--- config.mk ---
export PLATFORM = sky130hd
export DESIGN_NAME = rr_packet_arbiter_flat
export DESIGN_NICKNAME = d
export VERILOG_FILES = /design/src/rtl/rr_packet_arbiter_if.sv /design/src/rtl/rr_packet_arbiter.sv /design/src/flat_wrapper.sv
export SDC_FILE = /design/constraint.sdc
export NUM_CORES = 1
export LEC_CHECK = 0
export BUFFER_PORTS_ARGS = -buffer_cell sky130_fd_sc_hd__buf_2
export CORE_MARGIN = 8
export CORE_UTILIZATION = 28
export DETAILED_ROUTE_END_ITERATION = 10
export PLACE_DENSITY_LB_ADDON = 0.1
export REMOVE_ABC_BUFFERS = 1
export SYNTH_ARGS = -nofsm -noshare
export SYNTH_HDL_FRONTEND = slang
export SYNTH_SLANG_ARGS = --single-unit
export TNS_END_PERCENT = 30
--- constraint.sdc ---
create_clock -name clk -period 1.47 [get_ports clk]
set_input_delay 0.0735 -clock clk [delete_from_list [all_inputs] [get_ports clk]]
set_output_delay 0.0735 -clock clk [all_outputs]
set_load 0.03 [all_outputs]
--- src/rtl/rr_packet_arbiter_if.sv ---
// Bundle of the N request streams, the shared output stream and grant status for rr_packet_arbiter.
// The master side is the arbiter; the slave side is the surrounding system (sources plus sink).
interface rr_packet_arbiter_if #(
  parameter int N  = 4,
  parameter int DW = 32
);
  localparam int SW = $clog2(N);

  logic [N-1:0]          en;
  logic [N-1:0]          in_valid;
  logic [N-1:0][DW-1:0]  in_data;   // requester i occupies bits [i*DW +: DW]
  logic [N-1:0]          in_last;
  logic [N-1:0]          in_ready;
  logic                  out_valid;
  logic [DW-1:0]         out_data;
  logic                  out_last;
  logic                  out_ready;
  logic [N-1:0]          grant;
  logic [SW-1:0]         grant_idx;
  logic                  busy;

  modport master (
    input  en, in_valid, in_data, in_last, out_ready,
    output in_ready, out_valid, out_data, out_last, grant, grant_idx, busy
  );

  modport slave (
    output en, in_valid, in_data, in_last, out_ready,
    input  in_ready, out_valid, out_data, out_last, grant, grant_idx, busy
  );
endinterface

--- src/rtl/rr_packet_arbiter.sv ---
// Packet-level round-robin arbiter: one owner holds the output until its last beat is accepted,
// then priority rotates to the requester after it.

module rr_lane #(
  parameter int DW = 32
) (
  input  logic          sel,
  input  logic          in_valid,
  input  logic          in_last,
  input  logic [DW-1:0] in_data,
  input  logic          out_ready,
  output logic          in_ready,
  output logic          vld_m,
  output logic          last_m,
  output logic [DW-1:0] data_m
);
  // Unselected lanes contribute zeros so the output is a plain OR across lanes.
  assign in_ready = sel & out_ready;
  assign vld_m    = sel & in_valid;
  assign last_m   = sel & in_last;
  assign data_m   = in_data & {DW{sel}};
endmodule

module rr_packet_arbiter #(
  parameter  int N  = 4,
  parameter  int DW = 32,
  localparam int SW = $clog2(N)
) (
  input  logic                 clk,
  input  logic                 rst,
  rr_packet_arbiter_if.master  bus
);
  typedef enum logic {IDLE, BUSY} state_t;

  state_t               state, state_nxt;
  logic [N-1:0]         grant_q, grant_nxt;
  logic [SW-1:0]        idx_q, idx_nxt;
  logic [SW-1:0]        ptr_q, ptr_nxt;

  logic [N-1:0]         cand;
  logic                 pick_ok;
  logic [SW-1:0]        pick;
  logic [SW-1:0]        idx;

  logic [N-1:0]         vld_m, last_m;
  logic [N-1:0][DW-1:0] data_m;
  logic                 out_valid_c, out_last_c;
  logic [DW-1:0]        out_data_c;

  genvar gi;
  generate
    for (gi = 0; gi < N; gi++) begin : g_lane
      rr_lane #(.DW(DW)) u_lane (
        .sel       (grant_q[gi]),
        .in_valid  (bus.in_valid[gi]),
        .in_last   (bus.in_last[gi]),
        .in_data   (bus.in_data[gi]),
        .out_ready (bus.out_ready),
        .in_ready  (bus.in_ready[gi]),
        .vld_m     (vld_m[gi]),
        .last_m    (last_m[gi]),
        .data_m    (data_m[gi])
      );
    end
  endgenerate

  always_comb begin
    out_data_c = '0;
    for (int i = 0; i < N; i++) out_data_c = out_data_c | data_m[i];
  end

  assign out_valid_c   = |vld_m;
  assign out_last_c    = |last_m;
  assign bus.out_valid = out_valid_c;
  assign bus.out_last  = out_last_c;
  assign bus.out_data  = out_data_c;
  assign bus.grant     = grant_q;
  assign bus.grant_idx = idx_q;
  assign bus.busy      = (state == BUSY);

  // First enabled requester at or after ptr, wrapping modulo N (N need not be a power of two).
  always_comb begin
    cand    = bus.in_valid & bus.en;
    pick_ok = 1'b0;
    pick    = '0;
    idx     = '0;
    for (int k = 0; k < N; k++) begin
      idx = SW'((int'(ptr_q) + k) % N);
      if (!pick_ok && cand[idx]) begin
        pick_ok = 1'b1;
        pick    = idx;
      end
    end
  end

  always_comb begin
    state_nxt = state;
    grant_nxt = grant_q;
    idx_nxt   = idx_q;
    ptr_nxt   = ptr_q;
    case (state)
      IDLE: begin
        if (pick_ok) begin
          state_nxt = BUSY;
          grant_nxt = N'(1) << pick;
          idx_nxt   = pick;
        end
      end
      BUSY: begin
        if (out_valid_c && bus.out_ready && out_last_c) begin
          state_nxt = IDLE;
          grant_nxt = '0;
          idx_nxt   = '0;
          ptr_nxt   = (idx_q == SW'(N - 1)) ? '0 : idx_q + SW'(1);
        end
      end
      default: state_nxt = IDLE;
    endcase
  end

  always_ff @(posedge clk) begin
    if (rst) begin
      state   <= IDLE;
      grant_q <= '0;
      idx_q   <= '0;
      ptr_q   <= '0;
    end else begin
      state   <= state_nxt;
      grant_q <= grant_nxt;
      idx_q   <= idx_nxt;
      ptr_q   <= ptr_nxt;
    end
  end
endmodule

--- src/flat_wrapper.sv ---
// flat-port wrapper written by rule: the top's interface ports become plain ports
module rr_packet_arbiter_flat 
#(
  parameter  int N  = 4,
  parameter  int DW = 32,
  localparam int SW = $clog2(N)
)
  (clk, rst, bus_en, bus_in_valid, bus_in_data, bus_in_last, bus_out_ready, bus_in_ready, bus_out_valid, bus_out_data, bus_out_last, bus_grant, bus_grant_idx, bus_busy);
  rr_packet_arbiter_if #(.N(N), .DW(DW)) bus_i ();
  input  logic clk;
  input  logic rst;
  input wire logic [$bits(bus_i.en)-1:0] bus_en;
  input wire logic [$bits(bus_i.in_valid)-1:0] bus_in_valid;
  input wire logic [$bits(bus_i.in_data)-1:0] bus_in_data;
  input wire logic [$bits(bus_i.in_last)-1:0] bus_in_last;
  input wire logic [$bits(bus_i.out_ready)-1:0] bus_out_ready;
  output wire logic [$bits(bus_i.in_ready)-1:0] bus_in_ready;
  output wire logic [$bits(bus_i.out_valid)-1:0] bus_out_valid;
  output wire logic [$bits(bus_i.out_data)-1:0] bus_out_data;
  output wire logic [$bits(bus_i.out_last)-1:0] bus_out_last;
  output wire logic [$bits(bus_i.grant)-1:0] bus_grant;
  output wire logic [$bits(bus_i.grant_idx)-1:0] bus_grant_idx;
  output wire logic [$bits(bus_i.busy)-1:0] bus_busy;
  assign bus_i.en = bus_en;
  assign bus_i.in_valid = bus_in_valid;
  assign bus_i.in_data = bus_in_data;
  assign bus_i.in_last = bus_in_last;
  assign bus_i.out_ready = bus_out_ready;
  assign bus_in_ready = bus_i.in_ready;
  assign bus_out_valid = bus_i.out_valid;
  assign bus_out_data = bus_i.out_data;
  assign bus_out_last = bus_i.out_last;
  assign bus_grant = bus_i.grant;
  assign bus_grant_idx = bus_i.grant_idx;
  assign bus_busy = bus_i.busy;
  rr_packet_arbiter #(.N(N), .DW(DW)) u_core (.clk(clk), .rst(rst), .bus(bus_i));
endmodule
# == After elaboration in Yosys (flattened, before gate mapping) ==
# Cells that the tools add are included.
# totals
register_bits,9
inputBits,143
elab_cells,75
# classes
n_addsub,4
magnitude_cmp,4
n_eq_ne,3
shifts,1
muxes,26
bitwise,21
reduce_logical,12
# op_table
operator,n
$and A32 B32 Y32,4
$or A32 B32 Y32,3
$mux W2,7
$and A1 B1 Y1,12
$lt A2 B3 Y1 const B,4
$mux W1,10
$bmux W1 S2,4
$mux W4,2
$pmux W4 S2,1
$reduce_or A4 Y1,2
$logic_and A1 B1 Y1,5
$add A2 B1 Y2 const B,2
$add A2 B2 Y2 const B,2
$and A4 B4 Y4,1
$pmux W2 S2,1
$reduce_and A2 Y1,2
$shl A1 B2 Y4 const A,1
$logic_not A1 Y1,3
$eq A2 B2 Y1 const B,1
$ne A2 B1 Y1 const B,1
$ne A2 B2 Y1 const B,1
$pmux W1 S2,1
$not A1 Y1,1

# == Longest topological paths before layout ==
# depth
ltp_word,16
depth_mapped,5
depth_no_buf,4

# == Modules after synthesis ==
# From an unflattened synthesis, not the netlist that was laid out.
# unflattened
hier_cells,238
hier_area_um2,1868.0
# modules_own_cells
mod,n_inst,cells_per_inst,area_each_um2
rr_lane,4,38,277.8
rr_packet_arbiter,1,86,757.0

# == Worst setup path after synthesis ==
# Ideal clock, no wire load.
# synth_timing
kind,reg-to-reg
startpoint,"register u_core.state, in the netlist u_core.bus.busy"
endpoint,register u_core.ptr_q[0]
t_arrival_ns,1.324
required_time_ns,1.400
slack_ns,0.076
path_stages_with_launch,4
n_path_buf,0
synth_period_minus_slack_ns,1.394
cell_sequence,dfxtp_1 -> nand2_1 -> or4_1 -> a21oi_1
# synth_via
elab_chain_cells,1
# synth_lines
element,line_no,source
"start, declared",rr_packet_arbiter.sv:35,"state_t state, state_nxt;"
"start signal, assigned",rr_packet_arbiter.sv:128,state <= state_nxt;
$reduce_and A2 Y1 (no source line),n/a,
"end signal, assigned",rr_packet_arbiter.sv:131,ptr_q <= ptr_nxt;
"end, declared",rr_packet_arbiter.sv:38,"logic [SW-1:0] ptr_q, ptr_nxt;"
# Every way passes these cells.
# A chain may end at the register's enable or synchronous reset.

# == Worst setup path after layout ==
# layout_timing
startpoint,"register u_core.grant_q[0], in the netlist u_core.bus.grant[0]"
endpoint,register u_core.ptr_q[0]
# layout_via
elab_chain_cells,5
# layout_lines
element,line_no,source
"start, declared",rr_packet_arbiter.sv:36,"logic [N-1:0] grant_q, grant_nxt;"
"start signal, assigned",rr_packet_arbiter.sv:129,grant_q <= grant_nxt;
$and A1 B1 Y1,rr_packet_arbiter.sv:19,assign vld_m = sel & in_valid;
$reduce_or A4 Y1,rr_packet_arbiter.sv:72,assign out_valid_c = |vld_m;
$logic_and A1 B1 Y1,rr_packet_arbiter.sv:110,if (out_valid_c && bus.out_ready && out_last_c) begin
$logic_and A1 B1 Y1 *,rr_packet_arbiter.sv:110,
$reduce_and A2 Y1 (no source line) *,n/a,
# Every way passes the cells marked *; elsewhere a longest branch is shown, timed or not.

==> out/results.txt <==
outcome -> completed
CTS Root Cell -> clkbuf_8
total power draw -> 1.50 mW
Die W -> 85.6 um
Worst Skew -> 6.69 ps
first-pass GRT wire length -> 11.7 mm
flop-to-flop setup slack -> 70 ps
Hold Crit Class -> input pin to register
PD cells -> 633 nW/um^2
fin cells -> 421
LEAKAGE -> 1.33 nW
DR vias -> 2233
DIE AREA -> 7330 sq um
fin worst setup slack -> 74.7 ps
most common cell after layout, fill and taps aside -> buf_2
ratio of cells with drive above 1 in the final layout -> 56.7%
RSZ-0062 raised after global routing -> true
clock sink total -> 9
CP max stage delay -> 430 ps
Fin. Hold Viols -> 0
Psw -> 690 uW
Rel. slew slack -> 77.3%
Syn-to-layout area delta -> 74.6%
vias in the first global route -> 2168
Die Span Y -> 85.6 um
largest net degree at the start of global routing -> 36
startpoint type of the worst setup path -> register
GR Util All Layers -> 19.6%
Syn Inst Count -> 190
# DRC -> 0
initial core utilization -> 28.9%
clock buffer depth -> 2
post-CTS setup buffers -> 0
Combinational Power Share -> 62.0%
Clock power frac -> 19.6%
Setup crit end kind -> register
Setup Slack @ Placement -> 49.1 ps
FF+latch count, synth -> 9
hpwl dp -> 6.60 mm
Seq pwr share -> 18.4%
H-tree Lvls -> 1
Yosys top cell area share -> 36.5%
final instance area -> 2370 sq um
Crit Path Category -> register to register
GPL Wtd Cong -> 0.858
drt pass-1 iters -> 4
Syn Area/Cell -> 7.14 sq um
Fmax -> 0.717 GHz
area leader, netlist -> a22oi_1
post-route clock period utilization -> 94.9%
port bufs -> 187
Max Cap Viol -> 0
dominant cells by area after synthesis -> a22oi_1 37%, dfxtp_1 13%, nand2_1 11%, buf_4 6.1%, clkbuf_1 3.3%
Worst-path clk slew -> 50 ps
Peak VDD IR -> 0.473 mV
placed insts -> 417
Post-DRT Antenna Nets -> 0
cell-internal power -> 808 uW
CTS tree -> built
synth warn -> 0
Arr. time, crit path -> 1570 ps
slowest cell on the critical path -> dfxtp_1
initial detailed-routing violation count -> 128
routed wire length -> 7.94 mm
I/O pin cnt -> 188
DP Area -> 2300 sq um
initial antenna violation count -> 0
grt total ovfl -> 0
CORE AREA -> 4690 sq um
Antenna Diode Count -> 0
switching share of power -> 46.0%
CP Buf/Inv Count -> 0
setup violators final -> 0
Final min period -> 1400 ps
clock buffer count from CTS -> 3
worst path cell trace -> a22oi_2, a22o_1, or4_1, a21oi_1
distinct cell type count after synthesis -> 29
most frequent cells in the layout -> 187 x buf_2, 66 x a22oi_1, 39 x nand2_1, 8 x dfxtp_1, 7 x buf_4
synthesized area -> 1360 sq um
max-slew violation count -> 0
CP delay by family, top -> compound AO/OA/AOI/OAI gates
Worst EP required -> 1640 ps
nets@finish -> 512
Worst-Skew Late Latency -> 240 ps
worst slew pin tran -> 341 ps
Seq/Total Area, Yosys -> 13.3%
Rows -> 25
vias per cell -> 5.30
top fanout value on the critical path -> 4
wire per inst -> 18.9 um
[registers in the layout, summed over array words and instances (netlist names)]
register / cells
u_core.bus.grant_idx: 2
u_core.ptr_q: 2
u_core.bus.grant: 4
u_core.bus.busy: 1
[metrics by stage]
stage	setup TNS, ps	utilization (%)	hold slack [ps]
3_3_place_gp	0	49.0	360
5_1_grt	-16.4	50.5	144
6_report	0	50.5	114
4_1_cts	0	50.2	111
3_5_place_dp	0	49.0	356
2_1_floorplan	-9780	-	143
[Yosys cell counts (all sizes together)]
cell type  count
a311o          1
nor3b          1
a22o           2
and3b          1
o211ai         2
nor2           2
nand3b         6
nand4b         1
and2           6
o32ai          4
a21oi          6
a2111oi        1
a31o           2
nand2         39
o2111a         1
ha             1
a22oi         69
a31oi          2
nand2b         1
nand3          3
or4            1
clkbuf        12
dfxtp          9
buf           13
o21ai          3
or2            1
[power groups by stage]
stage / clock (mW) / sequential (mW) / combinational [mW]
after global routing: 0.306 / 0.277 / 0.998
final: 0.294 / 0.275 / 0.929
after floorplan: 0 / 0.338 / 0.443
after global placement: 0 / 0.277 / 0.919
after detailed placement: 0 / 0.278 / 0.923
after CTS: 0.293 / 0.274 / 0.930
[routing by layer]
layer	part of all wire, %	track usage [%]	vias up
met4	1.9	4.62	0
met5	0	0	-
met3	8.2	4.78	13
li1	-	-	1101
met2	51	35.2	119
met1	39	22.6	1000
[final timing paths]
check,startpoint,endpoint,depth (start not counted)
setup / recovery,u_core.bus.grant[0],u_core.ptr_q[0],4
hold / removal,rst,u_core.ptr_q[0],2
setup reg to reg,u_core.bus.grant[0],u_core.ptr_q[0],4
hold reg to reg,u_core.ptr_q[0],u_core.ptr_q[0],2
[layout make-up]
cell class,count,area (sq um)
clock buffers,4,45.0
repair buffers,198,1040
fillers,464,2320
flip-flops and latches,9,181
well taps,54,67.6
multi-input cells,156,1030
[repair_timing]
action / CTS / global route
pin swaps: 0 / 1
hold buffers: 0 / 0
setup endpoints to repair: 30 / 35
resized for setup: 3 / 4
[cell families (layout without fill, tap and decap cells)]
kind of cell	after synthesis	in the layout	share of synthesized area [%]
AOI/OAI and AO/OA	93	93	53.4
adders and majority gates	1	1	0.922
and+or+nand+nor	62	62	21.9
buffers and inverters	25	202	10.5
DFF	9	9	13.3
Power figures use the tool's default switching activity.
